<file path="config.mk">
export PLATFORM = sky130hd
export DESIGN_NAME = disparity_wta_flat
export DESIGN_NICKNAME = d
export VERILOG_FILES = /design/src/rtl/census_pkg.sv /design/src/rtl/disparity_wta_if.sv /design/src/rtl/serial_mul16x7.sv /design/src/rtl/disparity_wta.sv /design/src/flat_wrapper.sv
export SDC_FILE = /design/constraint.sdc
export NUM_CORES = 1
export LEC_CHECK = 0
export ABC_AREA = 0
export CAP_MARGIN = 5
export CORE_MARGIN = 1
export CORE_UTILIZATION = 40
export DETAILED_ROUTE_END_ITERATION = 7
export GPL_ROUTABILITY_DRIVEN = 0
export HOLD_SLACK_MARGIN = 0.03
export PLACE_DENSITY = 0.69
export SLEW_MARGIN = 5
export SYNTH_ARGS = -nofsm -noshare
export SYNTH_HDL_FRONTEND = slang
export SYNTH_SLANG_ARGS = --single-unit
</file>
<file path="constraint.sdc">
create_clock -name iClk -period 4.9 [get_ports iClk]
set_clock_uncertainty 0.05 [all_clocks]
set_input_delay 0.98 -clock iClk [delete_from_list [all_inputs] [get_ports iClk]]
set_output_delay 0.98 -clock iClk [all_outputs]
set_load 0.1 [all_outputs]
</file>
<file path="src/rtl/census_pkg.sv">
// Shared constants and types for the census/Hamming and WTA disparity custom instructions.
package census_pkg;

   localparam int OP_W      = 4;
   localparam int WORD_W    = 32;
   localparam int COST_W    = 16;
   localparam int DISP_W    = 8;
   localparam int UNIQ_W    = 7;
   localparam int PROD_W    = COST_W + UNIQ_W;
   localparam int MUL_STEPS = UNIQ_W;

   localparam logic [COST_W-1:0] COST_MAX = 16'hFFFF;
   localparam logic [UNIQ_W-1:0] UNIQ_MAX = 7'd100;

   localparam logic [OP_W-1:0] OP_INIT    = 4'd0;
   localparam logic [OP_W-1:0] OP_PUSH    = 4'd1;
   localparam logic [OP_W-1:0] OP_PUSH2   = 4'd2;
   localparam logic [OP_W-1:0] OP_FINAL   = 4'd3;
   localparam logic [OP_W-1:0] OP_READ_NB = 4'd4;

   // Result field offsets: PUSH returns {0, bidx, best}; FINAL returns {best, 0, ovf, valid, bidx}.
   localparam int RES_PUSH_BEST_LSB = 0;
   localparam int RES_PUSH_BIDX_LSB = 16;
   localparam int RES_BEST_LSB      = 16;
   localparam int RES_OVF_BIT       = 9;
   localparam int RES_VALID_BIT     = 8;
   localparam int RES_BIDX_LSB      = 0;
   localparam int RES_CP1_LSB       = 16;
   localparam int RES_CM1_LSB       = 0;

   typedef enum logic [1:0] {
      ST_IDLE,
      ST_PUSH_HI,
      ST_MUL,
      ST_CMP
   } wta_state_e;

   typedef struct packed {
      logic [DISP_W-1:0] dcnt;
      logic [COST_W-1:0] best;
      logic [DISP_W-1:0] bidx;
      logic [COST_W-1:0] second;
      logic [COST_W-1:0] cm1;
      logic [COST_W-1:0] cp1;
      logic [COST_W-1:0] prev;
      logic              ovf;
   } track_t;

endpackage

</file>
<file path="src/rtl/disparity_wta_if.sv">
// Custom-instruction bus between the Nios II core (master) and the WTA unit (slave).
interface disparity_wta_if;
   logic                          iClk_en;
   logic                          iStart;
   logic [census_pkg::OP_W-1:0]   iOp;
   logic [census_pkg::WORD_W-1:0] iA;
   logic [census_pkg::WORD_W-1:0] iB;
   logic [census_pkg::WORD_W-1:0] oRes;
   logic                          oDone;

   modport master (
      output iClk_en, iStart, iOp, iA, iB,
      input  oRes, oDone
   );

   modport slave (
      input  iClk_en, iStart, iOp, iA, iB,
      output oRes, oDone
   );
endinterface

</file>
<file path="src/rtl/serial_mul16x7.sv">
// Shift-add multiplier, one multiplier bit per enabled cycle: 16x7 -> 23-bit product in 7 cycles.
module serial_mul16x7
   import census_pkg::*;
(
   input  logic              iClk,
   input  logic              iReset,
   input  logic              iEn,
   input  logic              iStart,
   input  logic [COST_W-1:0] iA,
   input  logic [UNIQ_W-1:0] iB,
   output logic              oBusy,
   output logic              oLast,
   output logic [PROD_W-1:0] oProd
);

   logic [PROD_W-1:0] acc_q, acc_d;
   logic [PROD_W-1:0] mcand_q, mcand_d;
   logic [UNIQ_W-1:0] mplier_q, mplier_d;
   logic [2:0]        cnt_q, cnt_d;
   logic              busy_q, busy_d;

   always_comb begin
      acc_d    = acc_q;
      mcand_d  = mcand_q;
      mplier_d = mplier_q;
      cnt_d    = cnt_q;
      busy_d   = busy_q;
      if (iStart) begin
         acc_d    = '0;
         mcand_d  = {{(PROD_W-COST_W){1'b0}}, iA};
         mplier_d = iB;
         cnt_d    = 3'(MUL_STEPS);
         busy_d   = 1'b1;
      end else if (busy_q) begin
         if (mplier_q[0]) begin
            acc_d = acc_q + mcand_q;
         end
         mcand_d  = mcand_q << 1;
         mplier_d = mplier_q >> 1;
         cnt_d    = cnt_q - 3'd1;
         if (cnt_q == 3'd1) begin
            busy_d = 1'b0;
         end
      end
   end

   always_ff @(posedge iClk or negedge iReset) begin
      if (!iReset) begin
         acc_q    <= '0;
         mcand_q  <= '0;
         mplier_q <= '0;
         cnt_q    <= '0;
         busy_q   <= 1'b0;
      end else if (iEn) begin
         acc_q    <= acc_d;
         mcand_q  <= mcand_d;
         mplier_q <= mplier_d;
         cnt_q    <= cnt_d;
         busy_q   <= busy_d;
      end
   end

   assign oBusy = busy_q;
   assign oLast = busy_q && (cnt_q == 3'd1);
   assign oProd = acc_q;

endmodule

</file>
<file path="src/rtl/disparity_wta.sv">
// Winner-take-all disparity selector: tracks best/second cost and winner neighbours,
// then applies a uniqueness-ratio test on FINAL using two serial multipliers.
module disparity_wta
   import census_pkg::*;
(
   input  logic           iClk,
   input  logic           iReset,
   disparity_wta_if.slave bus
);

   wta_state_e        state_q, state_d;
   track_t            trk_q, trk_d;
   logic [DISP_W-1:0] dmax_q, dmax_d;
   logic [UNIQ_W-1:0] uniq_q, uniq_d;
   logic [COST_W-1:0] hi_q, hi_d;
   logic [WORD_W-1:0] res_q, res_d;
   logic              done_q, done_d;

   logic              mul_start;
   logic              p1_busy, p1_last, p2_busy, p2_last;
   logic [PROD_W-1:0] p1, p2;
   logic              valid;
   logic              unused_bits;

   assign unused_bits = ^bus.iB[WORD_W-1:UNIQ_W];

   function automatic track_t wta_update(input track_t s, input logic [DISP_W-1:0] dmax,
                                         input logic [COST_W-1:0] c);
      track_t n;
      n = s;
      if (s.dcnt >= dmax) begin
         n.ovf = 1'b1;
      end else begin
         // Strict compare: on a tie the earlier (lower) disparity stays the winner.
         if (c < s.best) begin
            n.second = s.best;
            n.cm1    = s.prev;
            n.cp1    = COST_MAX;
            n.best   = c;
            n.bidx   = s.dcnt;
         end else begin
            if (c < s.second) begin
               n.second = c;
            end
            if ({1'b0, s.dcnt} == ({1'b0, s.bidx} + 9'd1)) begin
               n.cp1 = c;
            end
         end
         n.prev = c;
         n.dcnt = s.dcnt + 8'd1;
      end
      return n;
   endfunction

   function automatic logic [WORD_W-1:0] push_result(input track_t s);
      logic [WORD_W-1:0] r;
      r = '0;
      r[RES_PUSH_BEST_LSB +: COST_W] = s.best;
      r[RES_PUSH_BIDX_LSB +: DISP_W] = s.bidx;
      return r;
   endfunction

   assign valid = (trk_q.dcnt == dmax_q) && (dmax_q != '0) &&
                  (trk_q.best != COST_MAX) && (p2 >= p1);

   always_comb begin
      state_d   = state_q;
      trk_d     = trk_q;
      dmax_d    = dmax_q;
      uniq_d    = uniq_q;
      hi_d      = hi_q;
      res_d     = res_q;
      done_d    = 1'b0;
      mul_start = 1'b0;
      case (state_q)
         ST_IDLE: begin
            if (bus.iStart) begin
               done_d = 1'b1;
               case (bus.iOp)
                  OP_INIT: begin
                     dmax_d       = bus.iA[DISP_W-1:0];
                     uniq_d       = (bus.iB[UNIQ_W-1:0] > UNIQ_MAX) ? UNIQ_MAX : bus.iB[UNIQ_W-1:0];
                     trk_d.dcnt   = '0;
                     trk_d.bidx   = '0;
                     trk_d.ovf    = 1'b0;
                     trk_d.best   = COST_MAX;
                     trk_d.second = COST_MAX;
                     trk_d.cm1    = COST_MAX;
                     trk_d.cp1    = COST_MAX;
                     trk_d.prev   = COST_MAX;
                     res_d        = '0;
                  end
                  OP_PUSH: begin
                     trk_d = wta_update(trk_q, dmax_q, bus.iA[COST_W-1:0]);
                     res_d = push_result(trk_d);
                  end
                  OP_PUSH2: begin
                     trk_d   = wta_update(trk_q, dmax_q, bus.iA[COST_W-1:0]);
                     hi_d    = bus.iA[WORD_W-1:COST_W];
                     done_d  = 1'b0;
                     state_d = ST_PUSH_HI;
                  end
                  OP_FINAL: begin
                     mul_start = 1'b1;
                     done_d    = 1'b0;
                     state_d   = ST_MUL;
                  end
                  OP_READ_NB: begin
                     res_d = '0;
                     res_d[RES_CP1_LSB +: COST_W] = trk_q.cp1;
                     res_d[RES_CM1_LSB +: COST_W] = trk_q.cm1;
                  end
                  default: begin
                     res_d = '0;
                  end
               endcase
            end
         end
         ST_PUSH_HI: begin
            trk_d   = wta_update(trk_q, dmax_q, hi_q);
            res_d   = push_result(trk_d);
            done_d  = 1'b1;
            state_d = ST_IDLE;
         end
         ST_MUL: begin
            // Both multipliers start together, so their last-step flags coincide.
            if (!(p1_busy || p2_busy) || (p1_last && p2_last)) begin
               state_d = ST_CMP;
            end
         end
         ST_CMP: begin
            res_d = '0;
            res_d[RES_BEST_LSB +: COST_W] = trk_q.best;
            res_d[RES_OVF_BIT]            = trk_q.ovf;
            res_d[RES_VALID_BIT]          = valid;
            res_d[RES_BIDX_LSB +: DISP_W] = trk_q.bidx;
            done_d  = 1'b1;
            state_d = ST_IDLE;
         end
         default: begin
            state_d = ST_IDLE;
         end
      endcase
   end

   always_ff @(posedge iClk or negedge iReset) begin
      if (!iReset) begin
         state_q <= ST_IDLE;
         trk_q   <= '0;
         dmax_q  <= '0;
         uniq_q  <= '0;
         hi_q    <= '0;
         res_q   <= '0;
         done_q  <= 1'b0;
      end else if (bus.iClk_en) begin
         state_q <= state_d;
         trk_q   <= trk_d;
         dmax_q  <= dmax_d;
         uniq_q  <= uniq_d;
         hi_q    <= hi_d;
         res_q   <= res_d;
         done_q  <= done_d;
      end
   end

   serial_mul16x7 u_mul_p1 (
      .iClk   (iClk),
      .iReset (iReset),
      .iEn    (bus.iClk_en),
      .iStart (mul_start),
      .iA     (trk_q.best),
      .iB     (UNIQ_MAX),
      .oBusy  (p1_busy),
      .oLast  (p1_last),
      .oProd  (p1)
   );

   serial_mul16x7 u_mul_p2 (
      .iClk   (iClk),
      .iReset (iReset),
      .iEn    (bus.iClk_en),
      .iStart (mul_start),
      .iA     (trk_q.second),
      .iB     (UNIQ_MAX - uniq_q),
      .oBusy  (p2_busy),
      .oLast  (p2_last),
      .oProd  (p2)
   );

   assign bus.oRes  = res_q;
   assign bus.oDone = done_q;

endmodule

</file>
<file path="src/flat_wrapper.sv">
// flat-port wrapper written by rule: the top's interface ports become plain ports
module disparity_wta_flat import census_pkg::*;
  (iClk, iReset, bus_iClk_en, bus_iStart, bus_iOp, bus_iA, bus_iB, bus_oRes, bus_oDone);
  disparity_wta_if bus_i ();
  input  logic iClk;
  input  logic iReset;
  input wire logic [$bits(bus_i.iClk_en)-1:0] bus_iClk_en;
  input wire logic [$bits(bus_i.iStart)-1:0] bus_iStart;
  input wire logic [$bits(bus_i.iOp)-1:0] bus_iOp;
  input wire logic [$bits(bus_i.iA)-1:0] bus_iA;
  input wire logic [$bits(bus_i.iB)-1:0] bus_iB;
  output wire logic [$bits(bus_i.oRes)-1:0] bus_oRes;
  output wire logic [$bits(bus_i.oDone)-1:0] bus_oDone;
  assign bus_i.iClk_en = bus_iClk_en;
  assign bus_i.iStart = bus_iStart;
  assign bus_i.iOp = bus_iOp;
  assign bus_i.iA = bus_iA;
  assign bus_i.iB = bus_iB;
  assign bus_oRes = bus_i.oRes;
  assign bus_oDone = bus_i.oDone;
  disparity_wta u_core (.iClk(iClk), .iReset(iReset), .bus(bus_i));
endmodule
</file>
==> impl_metrics.py <==
metrics = {
    "clock_tree": {
        "cts-root-buf": "clkbuf_16",
        "cts_buffers": 34,
        "htreeDepth": 2,
        "cts_resized": 0,
        "clk_latency_ns": 0.56,
        "clk_pin_slew_worst_paths_ns": 0.06,
        "cts.sinks": 277,
        "clock_path_buffers": 3,
        "post-cts-setup-buffers": 0,
        "cts_tree": "done",
        "holdBufCountCts": 0,
    },
    "placement": {
        "port-buffer-count": 79,
        "placed_area_sq_mm": 0.0189,
        "dpl.hpwl_mm": 36.3,
    },
    "drt": {
        "drt-initial-drc-count": 1510,
        "wire_per_inst_microns": 20.4,
        "drc": 0,
        "ant_nets": 0,
        "via_per_inst": 5.99,
        "vias": 15400,
        "postRouteWirelength_mm": 52.3,
        "dr.pass1.iters": 6,
    },
    "setup_path": {
        "crit_arrival_ns": 4.25,
        "critPathRequiredTime_ns": 5.28,
        "max_stage_delay_ns": 0.48,
        "cp-start-kind": "input pin",
        "crit_path_end_kind": "flip-flop",
        "crit_path_cell_trace": "clkdlybuf4s50_1 -> ha_1 -> a21o_1 -> a21o_1 -> a21oi_1 -> o211ai_1 -> a221o_1 -> nand2_2 -> o21ai_1 -> a21oi_4 -> buf_12 -> mux2_2",
        "cpMaxStageDelayCell": "a221o_1",
        "worstSetupPathType": "in2reg",
        "worstPathMaxFanout": 10,
        "cp_common_cell": "a21o_1",
    },
    "floorplan": {
        "die_width_microns": 211,
        "fp-row-count": 76,
        "io_pins": 105,
        "core_area_sq_mm": 0.0431,
        "die_height_microns": 211,
        "dieArea_sq_mm": 0.0445,
        "initial_core_util_pct": 40.5,
    },
    "timing": {
        "rsz0062_at_grt": "false",
        "fmax_mhz": 258,
        "setup_viol": 0,
        "min_period_ns": 3.88,
        "slew-limit-headroom_pct": 14.2,
        "finalMaxSlewViolations": 0,
        "hold_viol": 0,
        "worst_pin_slew_ns": 1.28,
        "setup_tns_ns": 0,
        "post-route-period-util_pct": 79.1,
    },
    "synth": {
        "ys_seq_area_share_pct": 39.7,
        "yosysUniqueCellTypes": 77,
        "yosysWarnings": 0,
        "synth_top_flop_cell": "dfrtp_1",
        "synth.avg_cell_area_sq_um": 9.15,
        "syn_inst": 1907,
        "async_flop_share_pct": 100,
        "syn_nets": 2123,
        "synth-seq-cells": 277,
        "synthesis.area_sq_mm": 0.0175,
        "synth_edf_count": 0,
    },
    "global_routing": {
        "grt.met1_usage_pct": 32.7,
        "grt_pass1_vias": 15100,
        "antenna_found_initial": 0,
        "grt_pass1_wl_mm": 83.0,
        "grt_use_met3_pct": 4.07,
        "track_usage_pct": 23.7,
        "gr-usage-met2_pct": 36.5,
        "grt_max_degree": 102,
        "gr-total-overflow": 0,
        "grt_busiest_layer": "met2",
    },
    "layout": {
        "n_antenna_cell": 0,
        "final_common_cell": "dfrtp_1",
        "final_area_sq_mm": 0.0201,
        "drive_gt1_share_pct": 9.69,
        "ff_latch_area_sq_mm": 0.00693,
        "final_cell_mix": "277 x dfrtp_1, 185 x a21oi_1, 179 x nand2_1",
        "nets": 2173,
        "area_delta_synth_final_pct": 15.0,
        "fillCellCount": 4036,
        "multiInputGateArea_sq_mm": 0.00976,
    },
    "min_path": {
        "hp-class": "reg2reg",
    },
    "power": {
        "powerDensity_mw_per_mm2": 615,
        "leakagePower_nw": 9.42,
        "ir_worst_vdd_mv": 0.432,
    },
    "flow_run": {
        "maxCapViolCount": 0,
    },
    "status": {
        "status": "completed",
    },
}
registers in the layout, summed over array words and instances (netlist names), 8 cells and up:
register,count
u_core.u_mul_p2.mcand_q,23
u_core.u_mul_p1.mcand_q,23
u_core.trk_q,97
u_core.bus.oRes,32
u_core.u_mul_p1.oProd,23
u_core.hi_q,16
u_core.dmax_q,8
u_core.u_mul_p2.oProd,23
worst paths after layout:
path	start	end	slack [ns]	depth (start not counted)
max	bus_iA[9]	u_core.trk_q[24]	1.02	12
min	u_core.trk_q[38]	u_core.trk_q[38]	0.43	2
max reg2reg	u_core.trk_q[82]	u_core.trk_q[24]	1.10	12
min reg2reg	u_core.trk_q[38]	u_core.trk_q[38]	0.43	2
max in group asynchronous	iReset	u_core.trk_q[6]	3.28	2
min in group asynchronous	iReset	u_core.u_mul_p2.mcand_q[21]	0.45	1
power breakdown:
part	internal [mW]	switching, mW	total (mW)
Sequential	3.09	0.907	3.99
Combinational	1.95	3.83	5.78
Clock	1.55	1.03	2.58
Total	6.59	5.77	12.4
final cells by class:
cell class              count  area share (%)
inverters                  78            1.46
clock buffers              48            5.05
flip-flops and latches    277            34.5
well taps                 585            3.65
repair buffers            130            6.06
multi-input cells        1436            48.6
clock inverters            13           0.623
synthesized netlist by cell type (13+ instances only):
cell      instances  area, sq um
mux2i_1          22          220
a22o_1           39          342
nor3_1           22          110
o221ai_1         16          140
xor2_1           25          219
o21ai_0         167          836
nand2_1         180          676
nand2b_1         15         93.8
a21oi_1         185          926
clkbuf_1         90          338
nor2_1          148          556
inv_1            78          293
buf_2            13         65.1
ha_1            142         1780
mux2_2           60          676
and3_1           28          175
a211o_1          17          149
dfrtp_1         277         6930
nand3_1          23          115
a21o_1           48          360
xnor2_1          30          263
a22oi_1          13         97.6
a31oi_1          51          319
nand4_1          24          150
a32oi_1          15          131
worst max-delay path, delay by kind of cell:
family	cells	cell delay [ns]
AO/OA/AOI/OAI	7	1.82
buffers and inverters	2	0.65
adder cells (fa/ha/maj)	1	0.34
multiplexers	1	0.33
AND/OR/NAND/NOR	1	0.13
cell families after synthesis:
family                   synth area share (%)
adder cells (fa/ha/maj)                  10.4
buffers and inverters                    4.55
AND/OR/NAND/NOR                          12.3
XOR/XNOR                                 2.76
AO/OA/AOI/OAI                            24.5
multiplexers                             5.78
flip-flops                               39.7
metal layers:
metal  part of all wire (%)  wire (microns)
met1                     43           22700
met2                     44           23300
met4                    4.0            2080
met5                      0               0
met3                    8.1            4250
per-stage QoR:
step	total power, mW	hold slack (ns)	utilization [%]	setup slack, ns	std cells
6_report	12.4	0.434	46.6	1.02	2567
5_1_grt	13.0	0.458	46.6	0.966	2567
4_1_cts	12.3	0.435	46.6	1.11	2567
3_5_place_dp	9.66	0.421	44.0	0.557	2506
3_3_place_gp	9.46	0.412	44.0	0.564	2506
2_1_floorplan	7.90	0.395	-	1.51	1907
No activity file was read; power rests on OpenSTA's default activity.
==> variant 1, RTL diff (same settings) <==
Set the package constant `OP_W` to 6 (it was 4).
--- a/src/rtl/census_pkg.sv
+++ b/src/rtl/census_pkg.sv
@@ -1,7 +1,7 @@
 // Shared constants and types for the census/Hamming and WTA disparity custom instructions.
 package census_pkg;
 
-   localparam int OP_W      = 4;
+   localparam int OP_W      = 6;
    localparam int WORD_W    = 32;
    localparam int COST_W    = 16;
    localparam int DISP_W    = 8;
Ports: changed (resized bus_iOp); port bits go from 105 to 107. The function was not compared with the original's and may differ.
==> variant 1 against the unedited design <==
Final area increased by 1.9%; global-route usage decreased by 0.36 points; clock power increased by 3%; area after synthesis increased by 1.7%; largest power group unchanged; sequential cell count unchanged; total power decreased by 13%; highest routed layer unchanged; worst setup slack got worse by 0.12 ns; wire length decreased by 1.7%; critical path depth decreased by 1; sequential share of layout area decreased by 0.66 points; critical endpoint is now u_core.trk_q[84].
==> variant 1: results (changes against the unedited design) <==
| Metric | Value |
|---|---|
| Status | finished clean |
| Top Metal Used | met4 |
| Mapped Avg Cell Area | 9.23 um^2 (+0.84%) |
| Placed cells | 2,523 (+0.68%) |
| Dpl ws | 0.731 ns (+0.174 ns) |
| DR WL/cell | 19.9 um (-2.3%) |
| Slew headroom | 0.148 (+0.00576) |
| Largest net degree at the start of global routing | 114 (+12%) |
| Layout cells sized above 1 | 0.110 (+0.0127) |
| Yosys warns | 0 (unchanged) |
| Vias | 15,400 (+0.15%) |
| Reg clk slew, reported paths | 0.06 ns (about the same) |
| CTS-repair resized insts | 0 (unchanged) |
| Area post-placement | 0.0193 mm^2 (+1.9%) |
| CP max stage cell | a211o_1 |
| Num CTS Buffers | 34 (unchanged) |
| Reg with most FFs | u_core.trk_q |
| First-pass GRT wire length | 83,600 um (+0.69%) |
| Initial antenna violation count | 0 (unchanged) |
| Iter 0 DRT Violations | 1,150 (-24%) |
| Number of vias per cell | 5.96 (-0.47%) |
| Internal power | 6.39 mW (-3.0%) |
| Clock Path Buffers | 3 (unchanged) |
| Worst-path fanout max | 19 (+9) |
| Clk_lat worst skew | 0.54 ns (-0.02 ns) |
| CP max stage delay | 0.72 ns (+0.24 ns) |
| Final ANT Viol Nets | 0 (unchanged) |
| # nets final | 2,192 (+0.87%) |
| Met3 WL | 3650 um (-14%) |
| Max Cap Viol | 0 (unchanged) |
| M1 WL | 22,200 um (-2.6%) |
| Met2 wire length | 23,700 um (+1.9%) |
| Number of global-route vias before repair | 15,500 (+2.4%) |
| Register area share after synthesis | 0.391 (-0.00658) |
| Synth Flop Type | dfrtp_1 |
| Leakage | 9.52 nW (+1.1%) |
| Synth top cells by count | dfrtp_1, nand2_1, nor2_1 |
| Met2 Track Usage GR | 0.375 (+0.00927) |
| Hpwl dp | 35,900 um (-1.2%) |
| Number of I/O port buffers | 81 (+2.5%) |
| Worst-case vdd ir drop | 0.357 mV (-17%) |
| Worst hold-check path type | reg2reg |
| Max reg flops | 97 (unchanged) |
| M3 GR Usage | 0.0409 (+0.000178) |
| Count of different cell masters after synthesis | 72 (-6.5%) |
| Crit-path leading delay family | compound AO/OA/AOI/OAI gates |
| CP Data Arrival Time | 4.34 ns (+0.09 ns) |
| Synth area leaders | dfrtp_1, ha_1, nand2_1 |
| Syn nets | 2,141 (+0.85%) |
| GR Util All Layers | 0.234 (-0.00363) |
| Met1 usage | 0.310 (-0.0177) |
==> variant 1: layout make-up <==
| type | instances | area [um^2] |
|---|---|---|
| fill | 4027 | 23000 |
| multi-input combinational | 1441 | 10100 |
| sequential | 277 | 6930 |
| timing repair buffer | 143 | 1290 |
| clock buffer | 52 | 1020 |
| tap | 585 | 732 |
| inverter | 77 | 289 |
| clock inverter | 8 | 144 |
==> variant 1: worst paths after layout <==
kind                             startpoint                          end  slack, ns  depth (start not counted)
min in group asynchronous            iReset  u_core.u_mul_p1.mplier_q[6]       0.47                          1
hold reg to reg            u_core.trk_q[13]             u_core.trk_q[13]       0.43                          2
setup reg to reg           u_core.trk_q[89]             u_core.trk_q[84]       0.91                         11
setup / recovery           u_core.trk_q[89]             u_core.trk_q[84]       0.91                         11
max in group asynchronous            iReset  u_core.u_mul_p1.mcand_q[21]       3.28                          2
hold / removal             u_core.trk_q[13]             u_core.trk_q[13]       0.43                          2
==> variant 1: worst register-to-register path, stage by stage (launching register included) <==
cell      delay [ns]
dfrtp_1         0.44
inv_1           0.15
ha_1            0.31
nand2b_1        0.14
a21o_1          0.17
a211oi_1        0.33
o21ai_1         0.33
a211o_1         0.72
buf_4           0.39
or3_1           0.50
o22ai_1         0.23
a21oi_1         0.06
==> variant 1: power by group through the flow <==
stage | logic, mW | clock network, mW | registers, mW
after floorplan | 2.91 | 0 | 3.96
after CTS | 4.44 | 2.70 | 3.66
after detailed placement | 4.41 | 0 | 3.69
after global placement | 4.27 | 0 | 3.67
final | 4.46 | 2.65 | 3.69
after global routing | 4.94 | 2.78 | 3.77
==> variant 1: kinds of logic after synthesis <==
kind of cell / synth area share
flops: 0.391
buf+inv: 0.0453
compound gates: 0.224
simple gates: 0.125
mux: 0.0824
xor+xnor: 0.0306
fa+ha+maj: 0.102
==> variant 2, RTL diff (same flow settings) <==
Without the edit above. Reset style: synchronous (`iReset`), changed in 2 clocked blocks.
--- a/src/rtl/serial_mul16x7.sv
+++ b/src/rtl/serial_mul16x7.sv
@@ -44,7 +44,7 @@
       end
    end
 
-   always_ff @(posedge iClk or negedge iReset) begin
+   always_ff @(posedge iClk) begin
       if (!iReset) begin
          acc_q    <= '0;
          mcand_q  <= '0;
--- a/src/rtl/disparity_wta.sv
+++ b/src/rtl/disparity_wta.sv
@@ -143,7 +143,7 @@
       endcase
    end
 
-   always_ff @(posedge iClk or negedge iReset) begin
+   always_ff @(posedge iClk) begin
       if (!iReset) begin
          state_q <= ST_IDLE;
          trk_q   <= '0;
Function: differs if iReset is asserted again (counterexample within 4 cycles, from zero or initial values and one cycle with iReset low); with iReset held inactive, the same outputs for 4 cycles.
==> variant 2 against the unedited design <==
Final cell count rose by 3.1%; final area decreased by 3.2%; worst setup slack got worse by 0.22 ns; sequential cell count is the same; worst hold slack lost 0.025 ns; wire length fell by 5.9%; highest routed layer unchanged; area after synthesis decreased by 3.3%.
Power is not compared: it rests on default switching activity, and its combinational part moved more than twofold at a synthesized area within 25%.
==> variant 2: results (changes against the unedited design) <==
| Metric | Value |
|---|---|
| Status | finished clean |
| Hold Path Origin | u_core.u_mul_p2.mplier_q[3] |
| Post-synthesis xor/xnor area fraction | 0.0249 (-0.00269) |
| Compound-Gate Fraction of Synth Area | 0.274 (+0.0298) |
| Clk_lat worst skew | 0.53 ns (-0.03 ns) |
| First-pass GRT wire length | 78,400 um (-5.5%) |
| Least-Margin Pin Slew | 1.12 ns (-0.157 ns) |
| CP startpoint | u_core.trk_q[79] |
| FF-to-FF path depth | 11 (-1) |
| Synth area leader | dfxtp_1 |
| Layout cells sized above 1 | 0.0738 (-0.0231) |
| GR Util All Layers | 0.222 (-0.0156) |
| Worst Hold Margin | 0.409 ns (-0.0254 ns) |
| Dpl ws | 0.678 ns (+0.121 ns) |
| Fillers | 3,904 (-3.3%) |
| Crit path to | u_core.trk_q[32] |
| Iter 0 DRT Violations | 1,246 (-17%) |
| Count of different cell masters after synthesis | 84 (+9.1%) |
| Mapped Avg Cell Area | 8.19 um^2 (-11%) |
| Syn nets | 2,276 (+7.2%) |
| CP max stage cell | nor2_2 |
| Hpwl dp | 35,300 um (-2.7%) |
| Synth area leaders | dfxtp_1, ha_1, nor2_1 |
| Hold worst-path end | u_core.u_mul_p2.mplier_q[3] |
| Worst-path fanout max | 17 (+7) |
| Synth top cells by count | dfxtp_1, nor2_1, nand2_1 |
| Worst R2R Setup Slack | 0.80 ns (-0.30 ns) |
| Number of global-route vias before repair | 15,100 (+0.086%) |
| Post-synth ARST share | 0 (-1.00) |
| Max reg flops | 97 (unchanged) |
| Register area share after synthesis | 0.329 (-0.0685) |
| Mux cell area share after synthesis | 0.0508 (-0.00699) |
| Placed cells | 2,586 (+3.2%) |
| Post-Synth Adder-Cell Area | 0.108 (+0.00357) |
| Number of vias per cell | 5.98 (-0.16%) |
| Crit-path leading delay family | compound AO/OA/AOI/OAI gates |
| Synth Flop Type | dfxtp_1 |
| Largest net degree at the start of global routing | 112 (+9.8%) |
| Finished Layout Cells | 2,647 (+3.1%) |
## variant 2: layout make-up
class,instances,share of cell area
tap,532,0.0343
inverter,81,0.0159
multi-input combinational,1561,0.539
sequential,277,0.285
clock buffer,44,0.0483
clock inverter,17,0.0148
timing repair buffer,135,0.0622
## variant 2: stage by stage
stage / utilization / power, mW
3_5_place_dp: 0.442 / 3.13
6_report: 0.472 / 5.85
2_1_floorplan: - / 2.90
5_1_grt: 0.472 / 6.06
4_1_cts: 0.472 / 5.89
3_3_place_gp: 0.442 / 3.12
## variant 2: kinds of logic after synthesis
group	count (synthesis)
muxes	85
adders and majority gates	144
xor gates and xnor gates	48
DFF	277
buffers and inverters	222
AOI/OAI and AO/OA	660
and+or+nand+nor	624
## variant 2: layer usage
metal,GRT usage,share of wire,vias up
met5,0,0,-
met4,0.117,0.049,0
met3,0.0290,0.062,123
met2,0.368,0.46,546
met1,0.279,0.43,7534
li1,-,-,7625
## variant 2: worst register-to-register path, stage by stage (launching register included)
cell and delay [ns]:
dfxtp_1 0.55, inv_1 0.19, ha_1 0.31, and2_1 0.16
a221oi_1 0.27, o21ai_0 0.26, a21o_1 0.27, nor2_2 0.57
buf_4 0.41, o22a_1 0.58, o21ai_0 0.21, mux2i_1 0.18
## variant 2: power breakdown
part           internal (mW)  total, mW  switching (mW)
Sequential              2.31       2.36          0.0514
Clock                   1.73       2.75            1.02
Combinational          0.244      0.732           0.489
Total                   4.29       5.85            1.56
